--- config.mk ---
export PLATFORM = sky130hd
export DESIGN_NAME = serial_bit_tx
export DESIGN_NICKNAME = d
export VERILOG_FILES = /design/src/rtl/serial_tx_pkg.sv /design/src/rtl/serial_bit_tx_ones3_window_cnt.sv /design/src/rtl/serial_bit_tx.sv
export SDC_FILE = /design/constraint.sdc
export NUM_CORES = 1
export LEC_CHECK = 0
export BUFFER_PORTS_ARGS = -buffer_cell sky130_fd_sc_hd__buf_2
export CAP_MARGIN = 10
export CORE_UTILIZATION = 35
export CTS_CLUSTER_DIAMETER = 150
export DETAILED_ROUTE_END_ITERATION = 8
export MAX_ROUTING_LAYER = met4
export PLACE_DENSITY = 0.61
export SYNTH_ARGS = -nofsm -noshare
export SYNTH_HDL_FRONTEND = slang
export SYNTH_SLANG_ARGS = --single-unit
--- constraint.sdc ---
create_clock -name clk -period 1.9 [get_ports clk]
set_clock_uncertainty 0.05 [all_clocks]
set_input_delay 0.19 -clock clk [delete_from_list [all_inputs] [get_ports clk]]
set_output_delay 0.19 -clock clk [all_outputs]
set_load 0.01 [all_outputs]
--- src/rtl/serial_tx_pkg.sv ---
// Shared definitions for the serial bit transmitter: FSM state encodings and
// the saturation limit helper used by the consecutive-ones counter.
package serial_tx_pkg;

   localparam logic [1:0] ST_IDLE  = 2'd0;
   localparam logic [1:0] ST_SHIFT = 2'd1;
   localparam logic [1:0] ST_DONE  = 2'd2;

   // All-ones value of a w-bit counter, limited to a 32-bit result.
   function automatic logic [31:0] sat_max(input int unsigned w);
      if (w >= 32) return '1;
      return (32'd1 << w) - 32'd1;
   endfunction

endpackage

--- src/rtl/serial_bit_tx_ones3_window_cnt.sv ---
// Saturating count of overlapping "111" windows in a bit stream; the two-bit
// history is cleared at frame start so windows never span frames.
module ones3_window_cnt
   import serial_tx_pkg::*;
#(
   parameter int CNT_W = 8
) (
   input  logic             clk,
   input  logic             rst,
   input  logic             clr,
   input  logic             bit_in,
   input  logic             bit_en,
   output logic [CNT_W-1:0] cnt
);

   localparam logic [CNT_W-1:0] CNT_MAX = CNT_W'(sat_max(CNT_W));

   logic [1:0]       hist_q, hist_d;
   logic [CNT_W-1:0] cnt_q, cnt_d;

   always_comb begin
      hist_d = hist_q;
      cnt_d  = cnt_q;
      if (clr) begin
         hist_d = 2'b00;
      end else if (bit_en) begin
         hist_d = {hist_q[0], bit_in};
         if (bit_in && (hist_q == 2'b11) && (cnt_q != CNT_MAX))
            cnt_d = cnt_q + CNT_W'(1);
      end
   end

   always_ff @(posedge clk) begin
      if (rst) begin
         hist_q <= 2'b00;
         cnt_q  <= '0;
      end else begin
         hist_q <= hist_d;
         cnt_q  <= cnt_d;
      end
   end

   assign cnt = cnt_q;

endmodule

--- src/rtl/serial_bit_tx.sv ---
// Parallel-to-serial transmitter: loads a frame via valid/ready, shifts it out
// MSB-first, and keeps a golden count of transmitted "111" windows.
//
// state    | meaning
// ST_IDLE  | waiting for a frame offer; load_ready asserted
// ST_SHIFT | sending one bit per unpaused cycle until rem reaches zero
// ST_DONE  | frame finished; done pulse is registered out of this state
module serial_bit_tx
   import serial_tx_pkg::*;
#(
   parameter int WIDTH = 16,
   parameter int LEN_W = 5,
   parameter int CNT_W = 8
) (
   input  logic             clk,
   input  logic             rst,
   input  logic             load_valid,
   output logic             load_ready,
   input  logic [WIDTH-1:0] load_data,
   input  logic [LEN_W-1:0] load_len,
   input  logic             pause,
   output logic             a,
   output logic             a_valid,
   output logic             busy,
   output logic             done,
   output logic [CNT_W-1:0] ones3_cnt
);

   logic [1:0]       state_q, state_d;
   logic [WIDTH-1:0] shreg_q, shreg_d;
   logic [LEN_W-1:0] rem_q, rem_d;
   logic             a_q, a_d;
   logic             a_valid_q, a_valid_d;
   logic             busy_q, busy_d;
   logic             done_q, done_d;
   logic             load_ready_q, load_ready_d;

   logic             fire;
   logic             shift_en;
   logic [LEN_W-1:0] len_clamped;

   always_comb begin
      state_d      = state_q;
      shreg_d      = shreg_q;
      rem_d        = rem_q;
      a_d          = a_q;
      fire         = load_valid && load_ready_q && (state_q == ST_IDLE);
      shift_en     = (state_q == ST_SHIFT) && !pause;
      len_clamped  = (load_len > LEN_W'(WIDTH)) ? LEN_W'(WIDTH) : load_len;

      case (state_q)
         ST_IDLE: begin
            if (fire) begin
               shreg_d = load_data;
               rem_d   = len_clamped;
               state_d = (len_clamped != '0) ? ST_SHIFT : ST_DONE;
            end
         end
         ST_SHIFT: begin
            if (!pause) begin
               a_d     = shreg_q[WIDTH-1];
               shreg_d = shreg_q << 1;
               rem_d   = rem_q - LEN_W'(1);
               if (rem_q == LEN_W'(1)) state_d = ST_DONE;
            end
         end
         ST_DONE: state_d = ST_IDLE;
         default: state_d = ST_IDLE;
      endcase

      // Flags lag the state by one edge so done appears the cycle after the
      // last bit; ready must still drop on the handshake edge itself.
      a_valid_d    = shift_en;
      done_d       = (state_q == ST_DONE);
      load_ready_d = (state_q == ST_IDLE) && !fire;
      busy_d       = !load_ready_d;
   end

   always_ff @(posedge clk) begin
      if (rst) begin
         state_q      <= ST_IDLE;
         shreg_q      <= '0;
         rem_q        <= '0;
         a_q          <= 1'b0;
         a_valid_q    <= 1'b0;
         busy_q       <= 1'b0;
         done_q       <= 1'b0;
         load_ready_q <= 1'b1;
      end else begin
         state_q      <= state_d;
         shreg_q      <= shreg_d;
         rem_q        <= rem_d;
         a_q          <= a_d;
         a_valid_q    <= a_valid_d;
         busy_q       <= busy_d;
         done_q       <= done_d;
         load_ready_q <= load_ready_d;
      end
   end

   ones3_window_cnt #(.CNT_W(CNT_W)) u_ones3 (
      .clk    (clk),
      .rst    (rst),
      .clr    (fire),
      .bit_in (shreg_q[WIDTH-1]),
      .bit_en (shift_en),
      .cnt    (ones3_cnt)
   );

   assign a          = a_q;
   assign a_valid    = a_valid_q;
   assign busy       = busy_q;
   assign done       = done_q;
   assign load_ready = load_ready_q;

endmodule

======== After elaboration in Yosys (flattened, before gate mapping) ========
Index checks and enable logic that the tools add are counted.
cells by class
  bitwise operators ....................... 2
  reduce and logical (&&, ||, !) cells .... 17
  $lt $le $gt $ge ......................... 1
  multiplexer cells ....................... 12
  equal/unequal tests ..................... 8
  add/sub/neg operators ................... 2
operator list
  operator                                               number
  two-way mux 16 bit                                     2
  case mux 16 bit (2 select lines)                       1
  two-way mux 5 bit                                      3
  case mux 5 bit (2 select lines)                        1
  AND reduction 3 bit                                    3
  adder 8 x 1 -> 8 bit, second input constant            1
  two-way mux 2 bit                                      4
  inequality test 8 bit, second input constant           1
  logical AND 1 bit                                      6
  == test 5 x 1 -> 1 bit, second input constant          1
  > comparator 5 bit, second input constant              1
  nonzero test 5 bit                                     1
  subtractor 5 x 1 -> 5 bit, second input constant       1
  == test 2 bit, second input constant                   2
  inequality test 2 bit, second input constant           2
  case mux 2 bit (2 select lines)                        1
  logical NOT 1 bit                                      3
  == test 2 x 1 -> 1 bit, second input constant          1
  logical NOT 2 bit                                      1
  inequality test 2 x 1 -> 1 bit, second input constant  1
  inverter 1 bit                                         2
  AND reduction 2 bit                                    1
  nonzero test 2 bit                                     1
  OR reduction 2 bit                                     1
storage, ports and cells
  register bits ........................... 38
  bits of input ports ..................... 25
  word-level logic and storage cells ...... 52
  output and inout port bits .............. 13

======== Depth between registers and ports, before layout ========
Gate-level depths: netlist (run 1).
  word-level depth ........................ 6
  gate-level depth with buffers ........... 6
  mapped depth without buffers ............ 5

======== By module ========
A second synthesis (run 1) with hierarchy kept.
second synthesis, totals
  cell total of the unflattened synthesis .. 224
  area, all modules ....................... 1958.1 sq um
by module, submodules not included
  module            area each (sq um)  cells each  sequential area each (sq um)  times used
  serial_bit_tx     1443.9             166         560.5                         1
  ones3_window_cnt  514.2              58          200.2                         1

======== Worst setup path before layout (run 1) ========
Ideal clock, no wire load.
  path kind ............................... reg2reg
  start point ............................. register u_ones3.cnt_q[0], in the netlist u_ones3.cnt[0]
  end point ............................... register u_ones3.cnt_q[4], in the netlist u_ones3.cnt[4]
  arrival ................................. 1394 ps
  required time ........................... 1780 ps
  library setup time ...................... 70 ps
  path buffers ............................ 1
  path slack .............................. 386 ps
  stages on the path, launching flop included .. 7
  cell sequence ........................... dfxtp_1 -> ha_1 -> nand3_1 -> o211ai_2 -> buf_6 -> or3_1 -> a21oi_1
between the ends
  cells in the longest elaborated chain, start to end .. 3
  elaborated cells on any way between the ends .. 4
  those cells by class .................... add/sub: 1; eq/ne: 1; reduce/logical: 2
RTL lines
  element                                                       line                                  RTL
  from (decl)                                                   serial_bit_tx_ones3_window_cnt.sv:19  logic [CNT_W-1:0] cnt_q, cnt_d;
  from (signal assigned)                                        serial_bit_tx_ones3_window_cnt.sv:39  cnt_q <= cnt_d;
  branches (longest 3 deep; another with adder 8 x 1 -> 8 bit)  -
Several ways; the timed one is not identified.
A chain may end at the register's enable or synchronous reset.

======== Worst setup path in the final report (run 1) ========
Ends and elaborated chain as after synthesis.

==> results of run 1 <==
==> report_power, final <==
part,internal (W),switching (W)
sequential,0.000880,0.0000562
clock,0.000560,0.000288
combinational,0.000168,0.000221
total,0.00161,0.000565
==> stage by stage <==
stage	hold slack, ns	total power (W)
5_1_grt	0.104	0.00229
3_5_place_dp	0.399	0.00135
3_3_place_gp	0.395	0.00134
2_1_floorplan	0.219	0.00123
6_report	0.0934	0.00217
4_1_cts	0.0868	0.00220
==> logic make-up after synthesis <==
logic type	after synthesis
AND/OR/NAND/NOR	89
XOR/XNOR	1
adder cells (fa/ha/maj)	3
AO/OA/AOI/OAI	54
buffers and inverters	21
flip-flops	38
multiplexers	3
==> how the worst min path moves through the flow <==
stage / startpoint / to / slack [ns] / cells after the start
2_1_floorplan: pause / a_valid / 0.22 / 1
3_3_place_gp: shreg_q[0] / shreg_q[0] / 0.39 / 2
3_5_place_dp: shreg_q[0] / shreg_q[0] / 0.40 / 2
4_1_cts: pause / a_valid / 0.09 / 2
5_1_grt: pause / a_valid / 0.10 / 2
6_report: load_data[0] / shreg_q[0] / 0.09 / 3
==> worst min-delay path, cell delays in order <==
cell     delay (ns)
buf_2          0.10
nand2_1        0.05
a21oi_1        0.06
==> cells in the final DEF (no fill, tap or decap), types with 3 or more instances in the layout <==
cell type	n
nand2_1	38
dfxtp_1	38
buf_2	37
nor2_1	24
a311oi_1	16
a21oi_1	15
inv_1	7
nor3_1	6
o21ai_0	6
clkbuf_8	6
nand3_1	5
buf_4	5
or4_1	4
a21o_1	4
nand2b_1	3
a31oi_1	3
o31ai_1	3
mux2i_1	3
or3_1	3
ha_1	3
==> layout make-up <==
type | instances | area, µm²
clock inverter | 2 | 60.1
multi-input combinational | 150 | 856
inverter | 7 | 26.3
fill | 496 | 2610
sequential | 38 | 761
tap | 67 | 83.8
clock buffer | 6 | 82.6
timing repair buffer | 43 | 243
==> routing by layer <==
layer | up-vias | track usage [%]
li1 | 824 | -
met2 | 30 | 22.4
met3 | 7 | 3.06
met1 | 683 | 19.8
met4 | 0 | 9.80
met5 | - | -
==> registers in the layout (all words and copies together) (netlist names) <==
signal          count
shreg_q            16
u_ones3.hist_q      2
load_ready          1
rem_q               5
a                   1
u_ones3.cnt         8
done                1
a_valid             1
busy                1
state_q             2
==> impl_metrics.tcl, run 1 <==
set metrics [dict create \
    ant_nets 0 \
    die-area_um2 5170 \
    period_needed_ns 1.63 \
    start_util_pct 36.2 \
    areaGrowthSynthToFinish_pct 23.5 \
    postCtsSetupRepairBufs 0 \
    num_io_pins 38 \
    worstMarginPinSlew_ns 0.454 \
    cp_data_required_time_ns 2.08 \
    synthFlopType "dfxtp_1" \
    setup_slack_ns 0.267 \
    nNetsFinal 273 \
    rrSetupSlack_ns 0.27 \
    yosys.area_share.simple_pct 23.5 \
    firstDrtPassIters 4 \
    rsz0062_at_grt "false" \
    crit_arrival_ns 1.81 \
    cts-root-buf "clkbuf_8" \
    hold_viol 0 \
    crit_chain "ha_1, nand3_1, o211ai_2, buf_4, or3_1, a21oi_1" \
    synth_seq_cells 38 \
    drive_gt1_share_pct 22.4 \
    wl_met2_mm 1.57 \
    avgSynthCellArea_um2 8.18 \
    cts_resized 0 \
    place_hpwl_mm 2.51 \
    clock_latency_ns 0.30 \
    leakage_nw 0.872 \
    max_stage_delay_ns 0.34 \
    synth-edff-count 0 \
    timing.rr.end "u_ones3.cnt[4]" \
    setup_tns_ns 0 \
    final_util_pct 44.7 \
    synth_top_family_by_area "simple AND/OR/NAND/NOR gates" \
    final_area_um2 2110 \
    slew_headroom_pct 69.7 \
    chipWidth_um 71.9 \
    netlist_top_cells_area "dfxtp_1 (44%), nand2_1 (8.3%), a311oi_1 (8.2%)" \
    fin_crit_sh_pct 85.9 \
    met1_length_mm 1.89 \
    power_density_nw_per_um2 1030 \
    slew_viol_final 0 \
    dr_wl_met3_um 135 \
    synth_common_cells "dfxtp_1 (38), nand2_1 (38), nor2_1 (24)" \
    holdBufCountCts 0 \
    grt_overflow 0 \
    dp_slack_ns 0.285 \
    fmax_mhz 612 \
    critPathLaunch "u_ones3.cnt[0]" \
    crit_path_end "u_ones3.cnt[4]" \
    min_path_type "input port to flop" \
    end_kind "flop" \
    netlist_area_um2 1710 \
    post_drt_wl_per_cell_um 11.7 \
    grt_max_degree 39 \
    rr_worst_depth 6 \
    status "complete, no violations" \
    timing.rr.start "u_ones3.cnt[0]" \
    via_count 1544 \
    gp_congestion 0.749 \
    synth_xor_xnor_area_share_pct 0.512 \
    antenna_found_initial 0 \
    tritoncts "yes" \
    crit_slowest_cell "dfxtp_1" \
    synth_adder_area_share_pct 2.19 \
    place_inst 305 \
    cp_top_family "simple AND/OR/NAND/NOR gates" \
    synth-seq-area-share_pct 44.5 \
    synth_fp_nets 237 \
    coreArea_um2 4720 \
    htree_num_levels 2 \
    clock_path_buffers 2 \
    drv_cap 0 \
    synthArstFlopShare_pct 0 \
    ys_types 33 \
    syn_inst 209 \
    place_area_um2 1970 \
    grt_pass1_vias 1355 \
    cts-buffers-inserted 5 \
    placement_rows 25 \
    grt_pass1_wl_mm 6.04 \
    yosysTopAreaCellShare_pct 44.5 \
    port_buffers 37 \
    synth.area.mux_share_pct 1.76 \
    dieHeight_um 71.9 \
    vdd_drop_max_mv 0.386 \
    yosysWarnings 0 \
    criticalPathCategory "flop to flop" \
    drt_iter0_drc 90 \
    clk_pin_slew_ns 0.08 \
    synth_area_leader_cell "dfxtp_1" \
    path_max_fanout 8 \
    final_cells 313 \
    synth_compound_area_share_pct 21.9 \
    grt_usage_pct 15.5 \
    drcViolationCount 0 \
    cts.sinks 38 \
    num_antenna_cells 0 \
    setup_viol 0 \
    via_per_inst 4.93 \
    dr.max_layer_used "met4" \
    crit_cells 6 \
    timing.critical_path.buf_inv 1 \
    start_kind "flop" \
    wl_mm 3.67 \
]
(Power assumes the default switching activity.)
==> run 2, diff against run 1 <==
Settings changed: ABC_AREA set to 1, CORE_UTILIZATION 35 to 41, PLACE_DENSITY 0.61 to 0.67.
==> impl_metrics.tcl, run 2 <==
set metrics [dict create \
    status "complete, no violations" \
    clk_pin_slew_ns 0.08 \
    via_per_inst 4.95 \
    cts_resized 0 \
    vdd_drop_max_mv 0.559 \
    yosysTopAreaCellShare_pct 40.4 \
    dieHeight_um 69.8 \
    synthFlopType "dfxtp_1" \
    drive_gt1_share_pct 20.9 \
    setup_tns_ns 0 \
    period_needed_ns 1.48 \
    criticalPathCategory "flop to flop" \
    firstDrtPassIters 4 \
    postCtsSetupRepairBufs 0 \
    synth-edff-count 0 \
    synth-seq-area-share_pct 40.4 \
    drcViolationCount 0 \
    syn_inst 257 \
    yosysWarnings 0 \
    synthArstFlopShare_pct 0 \
    drt_iter0_drc 110 \
    grt_overflow 0 \
    timing.rr.start "u_ones3.cnt[0]" \
    netlist_top_cells_area "dfxtp_1 (40%), nand2_1 (15%), o211a_1 (7.4%)" \
    synth_fp_nets 285 \
    cts-buffers-inserted 5 \
    grt_pass1_vias 1616 \
    ant_nets 0 \
    coreArea_um2 4380 \
    min_from "load_data[0]" \
    start_kind "flop" \
    nNetsFinal 324 \
    fin_crit_sh_pct 78.1 \
    cts.sinks 38 \
    final_common_cell "nand2_1" \
    grt_usage_pct 17.5 \
    slew_headroom_pct 77.4 \
    place_hpwl_mm 2.74 \
    regMostFlops "shreg_q" \
    gp_congestion 0.839 \
    final_cell_mix "nand2_1 (75), dfxtp_1 (38), buf_2 (37)" \
    cts-root-buf "clkbuf_8" \
    num_antenna_cells 0 \
    yosysMostFrequentCell "nand2_1" \
    final_util_pct 50.3 \
    largest_reg_flops 16 \
    grt_pass1_wl_mm 6.62 \
    htree_num_levels 2 \
    start_util_pct 43.0 \
    rrSetupSlack_ns 0.42 \
    cp_data_required_time_ns 2.07 \
    rsz0062_at_grt "false" \
    min_path_type "input port to flop" \
    hold_viol 0 \
    place_area_um2 2110 \
    areaGrowthSynthToFinish_pct 17.1 \
    avgSynthCellArea_um2 7.33 \
    netlist_area_um2 1880 \
    synth_seq_cells 38 \
    critPathLaunch "u_ones3.cnt[0]" \
    clock_path_buffers 2 \
    setup_viol 0 \
    end_kind "flop" \
    synth_common_cells "nand2_1 (75), dfxtp_1 (38), nand3_1 (26)" \
    slew_viol_final 0 \
    crit_arrival_ns 1.66 \
    chipWidth_um 69.8 \
    ys_types 28 \
    port_buffers 37 \
    clock_latency_ns 0.29 \
    die-area_um2 4870 \
    hold_ws_ns 0.104 \
    fmax_mhz 674 \
    holdBufCountCts 0 \
    drv_cap 0 \
    placement_rows 24 \
    grt_max_degree 21 \
    antenna_found_initial 0 \
    synth_area_leader_cell "dfxtp_1" \
    num_io_pins 38 \
    via_count 1726 \
    post_drt_wl_per_cell_um 10.9 \
    power_density_nw_per_um2 1250 \
    final_area_um2 2210 \
    path_max_fanout 7 \
    worstMarginPinSlew_ns 0.338 \
    tritoncts "yes" \
    leakage_nw 1.10 \
    wl_mm 3.82 \
]
## run 2: changes by cell type after synthesis, sizes merged, moves of 4 or more
cell	delta
o211a	+14
nor3	-5
nand3	+24
nand2	+40
clkbuf	-5
inv	+17
a311oi	-16
a21o	-4
o21ai	+6
or4	-4
## run 2: power by group
group	internal (W)	total, W	switching, W
registers	0.00101	0.00114	0.000125
clock network	0.000293	0.000578	0.000286
logic	0.000415	0.00104	0.000623
total	0.00172	0.00276	0.00103
## run 2: worst max-delay path: stages, from the launching register on
cell and delay [ns]:
dfxtp_1 0.40, ha_1 0.23, nand3_1 0.13, inv_1 0.08, nand2_1 0.06, nand3_1 0.21, nand2_1 0.08, a21oi_1 0.17
## run 2: worst paths after layout
check | end | depth (start not counted)
worst max-delay path | u_ones3.cnt[7] | 7
worst max register to register | u_ones3.cnt[7] | 7
worst min-delay path | shreg_q[0] | 3
worst min register to register | a | 2
## run 2: metal layers
metal	GRT usage (%)	wire length (µm)
met1	20.3	1820
met2	27.4	1790
met3	5.81	175
met4	8.00	40
met5	-	0
## run 2: kinds of logic (layout without fill, tap and decap cells)
logic type	Yosys count	count (layout)	synth area share, %
and+or+nand+nor	133	133	31.4
AOI/OAI and AO/OA	45	45	16.0
DFF	38	38	40.4
buffers and inverters	35	75	8.84
adders and majority gates	3	3	1.99
xor gates and xnor gates	3	3	1.40
## run 2: metrics by stage
step                      instances  setup WS (ns)  power [W]
after global routing            349          0.237    0.00297
after CTS                       349          0.396    0.00278
after global placement          341          0.463    0.00218
after detailed placement        341          0.417    0.00220
final                           349          0.416    0.00276
after floorplan                 257          0.572    0.00199
## run 2: cell type report
cell class	count	area, µm²
flip-flops and latches	38	761
well taps	52	65.1
clock buffers	7	86.3
inverters	24	90.1
multi-input cells	184	956
clock inverters	1	5.00
fillers	448	2180
repair buffers	43	243
==> run 3, diff against run 2 <==
Clock period 1.9 ns to 1.4 ns, I/O delays scaled along.
==> impl_metrics.tcl, run 3 (synthesized netlist as in run 2, its figures left out) <==
set metrics [dict create \
    areaGrowthSynthToFinish_pct 27.0 \
    drt_iter0_drc 69 \
    antenna_found_initial 0 \
    final_common_cell "nand2_1" \
    criticalPathCategory "flop to flop" \
    drcViolationCount 0 \
    hold_viol 0 \
    die-area_um2 4870 \
    firstDrtPassIters 4 \
    gp_congestion 0.892 \
    final_cell_mix "nand2_1 (69), buf_2 (37), dfxtp_1 (34)" \
    tritoncts "yes" \
    via_per_inst 4.90 \
    num_antenna_cells 0 \
    grt_usage_pct 17.3 \
    htree_num_levels 2 \
    largest_reg_flops 16 \
    cts.sinks 38 \
    crit_arrival_ns 1.49 \
    start_kind "flop" \
    clock_path_buffers 2 \
    start_util_pct 43.0 \
    cts-root-buf "clkbuf_8" \
    worstMarginPinSlew_ns 0.247 \
    rsz0062_at_grt "true" \
    cts-buffers-inserted 5 \
    path_max_fanout 7 \
    end_kind "flop" \
    clock_latency_ns 0.28 \
    num_io_pins 38 \
    grt_pass1_vias 1576 \
    slew_viol_final 0 \
    slew_headroom_pct 83.5 \
    chipWidth_um 69.8 \
    power_density_nw_per_um2 1680 \
    grt_overflow 0 \
    n_fill_cell 432 \
    place_inst 348 \
    cp_data_required_time_ns 1.57 \
    fmax_mhz 757 \
    setup_viol 0 \
    vdd_drop_max_mv 0.992 \
    drv_cap 0 \
    coreArea_um2 4380 \
    dieHeight_um 69.8 \
    final_cells 358 \
    post_drt_wl_per_cell_um 11.1 \
    nNetsFinal 334 \
    status "complete, no violations" \
    placement_rows 24 \
    clk_pin_slew_ns 0.07 \
    grt_max_degree 38 \
    place_hpwl_mm 2.85 \
    wl_mm 3.99 \
    via_count 1753 \
    fin_crit_sh_pct 94.3 \
    leakage_nw 1.18 \
    ant_nets 0 \
    port_buffers 37 \
    period_needed_ns 1.32 \
    regMostFlops "shreg_q" \
    setup_tns_ns 0 \
    drive_gt1_share_pct 30.1 \
    min_path_type "input port to flop" \
    grt_pass1_wl_mm 6.69 \
]
==> run 3: changes by cell type in the layout (fill, tap and decap cells not counted), sizes merged <==
cell / previous run / this run
buf: 43 / 53
bufinv: 0 / 1
clkbuf: 7 / 6
clkinv: 1 / 0
==> run 3: area by class of cell <==
class	count	area, µm²	share of cell area, %
Timing Repair Buffer	53	343	14.3
Sequential cell	38	768	32.1
Inverter	24	92.6	3.87
Tap cell	52	65.1	2.72
Clock inverter	1	30.0	1.26
Clock buffer	6	82.6	3.45
Multi-Input combinational cell	184	1010	42.3
==> run 3: path summary, 6_finish.rpt <==
kind                startpoint              to  slack, ns  depth (start not counted)
setup / recovery    state_q[1]  u_ones3.cnt[4]       0.08                          7
hold / removal    load_data[0]      shreg_q[0]       0.06                          3
setup reg to reg    state_q[1]  u_ones3.cnt[4]       0.08                          7
hold reg to reg              a               a       0.41                          2
==> run 3: stage by stage <==
stage	total power (W)	area (µm²)	utilization (%)	setup slack, ns	hold slack, ns
2_1_floorplan	0.00269	1880	-	0.0724	0.167
3_3_place_gp	0.00303	2190	50.0	0.0951	0.356
3_5_place_dp	0.00306	2190	50.0	0.0601	0.356
4_1_cts	0.00400	2300	52.6	0.0380	0.0500
5_1_grt	0.00433	2390	54.6	-0.0143	0.0420
6_report	0.00403	2390	54.6	0.0796	0.0565
==> run 3: critical path, cell delays in order, from the launching register on <==
cell	delay, ns
dfxtp_4	0.37
inv_4	0.06
nand2_4	0.06
nor2_4	0.16
nand3_2	0.11
nor2_4	0.25
nand2_2	0.09
a21oi_2	0.13
==> run 3: power by group <==
group | switching (W) | internal (W)
combinational | 0.000872 | 0.000666
sequential | 0.000178 | 0.00139
clock | 0.000359 | 0.000570
total | 0.00141 | 0.00262
==> run 3: what timing repair did <==
item	in CTS	in global routing
gates resized for setup	0	24
hold buffers	0	0
buffers inserted	0	3
endpoints found under the hold margin	0	0
endpoints found under the setup margin	0	25
==> run 3: routing by layer <==
layer	routed length [µm]	track usage [%]	share of wire, %
met5	0	-	0
met4	47	8.00	1.2
met3	105	3.78	2.6
met2	1920	27.4	48
met1	1920	21.0	48
